[src/rtl/bitserial_alu_seq.sv]
// Bit-serial sequencer: feeds a 1-bit ALU slice LSB first, holds the inter-bit
// carry, and reassembles the W-bit result behind valid/ready handshakes.
module bitserial_alu_seq #(
  parameter int W = 8
) (
  input  logic         clk,
  input  logic         rst_n,
  input  logic         in_valid,
  output logic         in_ready,
  input  logic [W-1:0] in_a,
  input  logic [W-1:0] in_b,
  input  logic [2:0]   in_op,
  input  logic         in_cin,
  output logic         out_valid,
  input  logic         out_ready,
  output logic [W-1:0] out_result,
  output logic         out_cout,
  output logic         out_err,
  output logic         slice_a,
  output logic         slice_b,
  output logic [2:0]   slice_op,
  output logic         slice_cin,
  input  logic         slice_out,
  input  logic         slice_cout,
  output logic         busy
);

  localparam int CW = (W > 1) ? $clog2(W) : 1;
  localparam logic [2:0] OP_ADD = 3'b100;

  typedef enum logic [1:0] {
    S_IDLE  = 2'd0,
    S_SHIFT = 2'd1,
    S_DONE  = 2'd2
  } state_e;

  state_e        state_q, state_d;
  logic [W-1:0]  a_sr_q, b_sr_q, res_q;
  logic [2:0]    op_q;
  logic [CW-1:0] cnt_q;
  logic          carry_q;
  logic          err_q;

  logic          reserved_s;
  logic          last_s;
  logic [W-1:0]  res_shift_s;

  // Opcodes 110 and 111 are reserved and bypass the shift phase entirely.
  assign reserved_s = in_op[2] & in_op[1];
  assign last_s     = (cnt_q == CW'(W - 1));

  generate
    if (W == 1) begin : g_res_w1
      assign res_shift_s = slice_out;
    end else begin : g_res_wn
      assign res_shift_s = {slice_out, res_q[W-1:1]};
    end
  endgenerate

  always_ff @(posedge clk or negedge rst_n) begin
    if (!rst_n) begin
      state_q <= S_IDLE;
    end else begin
      state_q <= state_d;
    end
  end

  always_comb begin
    state_d = state_q;
    case (state_q)
      S_IDLE: begin
        if (in_valid) state_d = reserved_s ? S_DONE : S_SHIFT;
        else          state_d = S_IDLE;
      end
      S_SHIFT: begin
        if (last_s) state_d = S_DONE;
        else        state_d = S_SHIFT;
      end
      S_DONE: begin
        if (out_ready) state_d = S_IDLE;
        else           state_d = S_DONE;
      end
      default: state_d = S_IDLE;
    endcase
  end

  always_ff @(posedge clk or negedge rst_n) begin
    if (!rst_n) begin
      a_sr_q  <= '0;
      b_sr_q  <= '0;
      res_q   <= '0;
      op_q    <= 3'b000;
      cnt_q   <= '0;
      carry_q <= 1'b0;
      err_q   <= 1'b0;
    end else begin
      case (state_q)
        S_IDLE: begin
          if (in_valid) begin
            a_sr_q  <= in_a;
            b_sr_q  <= in_b;
            op_q    <= in_op;
            cnt_q   <= '0;
            carry_q <= (in_op == OP_ADD) ? in_cin : 1'b0;
            if (reserved_s) begin
              res_q <= '0;
              err_q <= 1'b1;
            end
          end
        end
        S_SHIFT: begin
          res_q   <= res_shift_s;
          a_sr_q  <= a_sr_q >> 1;
          b_sr_q  <= b_sr_q >> 1;
          cnt_q   <= cnt_q + CW'(1);
          // Only ADD propagates carry; other ops may return junk on slice_cout.
          carry_q <= (op_q == OP_ADD) ? slice_cout : 1'b0;
        end
        S_DONE: begin
          if (out_ready) err_q <= 1'b0;
        end
        default: begin
          err_q <= 1'b0;
        end
      endcase
    end
  end

  always_comb begin
    in_ready   = 1'b0;
    out_valid  = 1'b0;
    busy       = 1'b0;
    slice_a    = 1'b0;
    slice_b    = 1'b0;
    slice_op   = 3'b000;
    slice_cin  = 1'b0;
    out_result = res_q;
    out_cout   = carry_q;
    out_err    = err_q;
    case (state_q)
      S_IDLE: begin
        in_ready = 1'b1;
      end
      S_SHIFT: begin
        busy      = 1'b1;
        slice_a   = a_sr_q[0];
        slice_b   = b_sr_q[0];
        slice_op  = op_q;
        slice_cin = carry_q;
      end
      S_DONE: begin
        busy      = 1'b1;
        out_valid = 1'b1;
      end
      default: begin
        busy = 1'b0;
      end
    endcase
  end

endmodule

[config.mk]
export PLATFORM = sky130hd
export DESIGN_NAME = bitserial_alu_seq
export DESIGN_NICKNAME = d
export VERILOG_FILES = /design/src/rtl/bitserial_alu_seq.sv
export SDC_FILE = /design/constraint.sdc
export NUM_CORES = 1
export LEC_CHECK = 0
export BUFFER_PORTS_ARGS = -buffer_cell sky130_fd_sc_hd__clkbuf_2
export CORE_ASPECT_RATIO = 0.75
export CORE_MARGIN = 2
export CORE_UTILIZATION = 34
export CTS_CLUSTER_DIAMETER = 100
export DETAILED_ROUTE_END_ITERATION = 6
export SLEW_MARGIN = 40
export SYNTH_ARGS = -nofsm -noshare
export SYNTH_HDL_FRONTEND = slang
export SYNTH_SLANG_ARGS = --single-unit
[constraint.sdc]
create_clock -name clk -period 2.5 [get_ports clk]
set_clock_uncertainty 0.1 [all_clocks]
set_input_delay 0.375 -clock clk [delete_from_list [all_inputs] [get_ports clk]]
set_output_delay 0.375 -clock clk [all_outputs]
set_load 0.01 [all_outputs]
==> results.json <==
{
  "finalNetCount": 237,
  "rrSetupSlack_ns": 0.52,
  "grt_pass1_wl_mm": 5.76,
  "cts-htree-levels": 2,
  "synth_top_family_by_area": "multiplexers",
  "vias": 1222,
  "area_growth_syn_to_layout_pct": 19.4,
  "finalHoldViolCount": 0,
  "post_drt_wl_per_cell_um": 12.6,
  "synth-seq-cells": 34,
  "total_power_uw": 2370,
  "postRouteAntennaNets": 0,
  "cap_violations": 0,
  "grt_use_total_pct": 13.2,
  "drive_above_1_share_pct": 28.8,
  "die_h_um": 65.3,
  "syn_avg_cell_area_um2": 10.8,
  "via_per_inst": 4.61,
  "hpwl_mm": 2.41,
  "min_from": "in_a[7]",
  "cts_tree": "yes",
  "antenna_cells": 0,
  "fp.dieW_um": 85.8,
  "seq_power_share_pct": 38.7,
  "worstHoldPathType": "in2reg",
  "netlist_area_um2": 1700,
  "fin_util_pct": 41.8,
  "cp-end-kind": "output pin",
  "tightest_slew_ns": 0.485,
  "r2r-start": "state_q[0]",
  "finalSetupViolations": 0,
  "cts_sinks": 34,
  "post-cts-setup-buffers": 0,
  "status": "finished clean",
  "combPwrFrac_pct": 45.8,
  "synth_xor_area_share_pct": 0,
  "peakVddDrop_mv": 0.438,
  "p_switching_uw": 918,
  "finalSetupTns_ns": 0,
  "yosys_warnings": 0,
  "fp.coreArea_um2": 4870,
  "synth_cells": 158,
  "cts_buffer_depth": 2,
  "cts_buffers": 5,
  "p_sw_share_pct": 38.8,
  "reg2reg_to": "b_sr_q[2]",
  "required_ns": 2.03,
  "cp_data_arrival_time_ns": 1.55,
  "totalWireLength_mm": 3.33,
  "path_max_fanout": 19,
  "io_pins": 45,
  "clk_latency_ns": 0.27,
  "synth_mux_area_share_pct": 16.9,
  "fmax_ghz": 0.495,
  "ys_seq_area_share_pct": 49.9,
  "min_to": "a_sr_q[7]",
  "slew_headroom_pct": 67.7,
  "port_buffers": 44,
  "period_share_pct": 80.9,
  "ys_types": 26,
  "synth-simple-area-share_pct": 12.3,
  "internal-power_uw": 1450,
  "cts_root_buf": "clkbuf_8",
  "synth_compound_area_share_pct": 9.47,
  "synthAdderAreaFrac_pct": 4.41,
  "reg2regPathDepth": 5,
  "powerDensity_nw_per_um2": 1160,
  "rsz0062_at_grt": "no",
  "drt_iter0_drc": 73,
  "finalHoldWorstSlack_ns": 0.225,
  "synth.net_count": 190,
  "start_util_pct": 35.0,
  "leakage_uw": 0.00103,
  "gp_congestion": 0.701,
  "antenna_found_initial": 0,
  "clk_pin_slew_worst_paths_ns": 0.06,
  "startpoint_type": "flip-flop",
  "overflow": 0,
  "slew_violations": 0,
  "p_clk_share_pct": 15.6,
  "rows": 22,
  "cts_resized": 0,
  "drc": 0,
  "holdPathStages": 3,
  "min_period_ns": 2.02,
  "grt_max_degree": 35,
  "path_class": "reg2out",
  "grt_pass1_vias": 1170,
  "dieArea_um2": 5600,
  "dr.pass1.iters": 6
}
-- sequential cells by signal (all words and copies together), names as in the netlist --
signal      count
a_sr_q          8
b_sr_q          8
out_result      8
cnt_q           3
op_q            3
state_q         2
out_cout        1
out_err         1
-- timing repair --
action,in CTS,in global routing
hold buffers,1,0
setup endpoints to repair,0,0
endpoints found under the hold margin,34,0
-- Yosys cell counts --
cell type	n	area, um2
dfrtp_1	34	851
nand2_1	30	113
mux2i_1	22	220
o21ai_0	15	75.1
inv_1	11	41.3
and2_1	6	37.5
ha_1	6	75.1
buf_6	4	45.0
mux2_2	4	45.0
o21ai_1	4	20.0
a21oi_1	3	15.0
buf_4	2	15.0
nand2b_1	2	12.5
nor2b_1	2	12.5
o31ai_1	2	15.0
a21o_1	1	7.51
a31oi_1	1	6.26
buf_8	1	15.0
clkbuf_1	1	3.75
mux2i_4	1	22.5
nand3b_1	1	7.51
nand4_1	1	6.26
nand4b_1	1	8.76
nand4bb_1	1	11.3
o21ai_4	1	16.3
o22ai_1	1	6.26
-- worst max-delay path: stages, from the launching register on --
cell and delay (ns):
dfrtp_1 0.40, inv_1 0.09, ha_2 0.45, and2_1 0.20, clkbuf_2 0.13
-- worst max-delay path by stage --
stage                  end  startpoint  slack (ns)
6_report           slice_a  state_q[1]        0.48
5_1_grt        slice_op[2]  state_q[1]        0.35
4_1_cts            slice_a  state_q[1]        0.45
3_5_place_dp     b_sr_q[3]  state_q[1]        0.53
3_3_place_gp      cnt_q[2]  state_q[0]        0.61
2_1_floorplan     out_cout  state_q[0]        0.77
-- metrics by stage --
stage | cell area, um2 | std cells | worst slack, ns
after floorplan | 1700 | 158 | 0.767
after global placement | 1950 | 257 | 0.612
after detailed placement | 1950 | 257 | 0.526
after CTS | 2030 | 265 | 0.446
after global routing | 2030 | 265 | 0.347
final | 2030 | 265 | 0.479
-- cells in the final DEF, fill, tap and decap left out, types with 2 or more instances in the layout --
cell type  synthesis  routed
inv_1             11      11
dfrtp_1           34      34
ha_1               6       5
mux2_2             4       4
and2_1             6       6
nand2b_1           2       2
a21oi_1            3       3
o31ai_1            2       2
o21ai_0           15      15
buf_4              2       3
mux2i_1           22      22
clkbuf_1           1       2
o21ai_1            4       4
clkbuf_8           0       5
nor2b_1            2       2
clkbuf_2           0      43
nand2_1           30      30
-- layer usage --
metal / wire length [um] / up-vias / share of wire, % / track usage (%)
met2: 1400 / 32 / 42 / 19.3
met3: 177 / 8 / 5.3 / 3.52
met1: 1700 / 561 / 51 / 18.8
met5: 0 / - / 0 / 0
li1: - / 621 / - / -
met4: 51 / 0 / 1.5 / 4.76
-- cell families (layout without fill, tap and decap cells) --
logic type      Yosys count  in the layout
simple gates             44             44
mux                      27             27
compound gates           28             28
buf+inv                  19             66
flops                    34             34
fa+ha+maj                 6              6
-- power groups by stage --
stage	clock network, uW	registers [uW]	logic [uW]
after detailed placement	0	920	1100
final	368	915	1080
after global placement	0	922	1080
after floorplan	0	905	887
after CTS	382	916	1100
after global routing	408	940	1230
-- area by class of cell --
type                       count  area (um2)
fill                         478        2840
sequential                    34         851
multi-input combinational    105         736
timing repair buffer          48         255
clock buffer                   7        76.3
tap                           60        75.1
inverter                      11        41.3
Note: power is estimated with default switching activity, not from simulation.
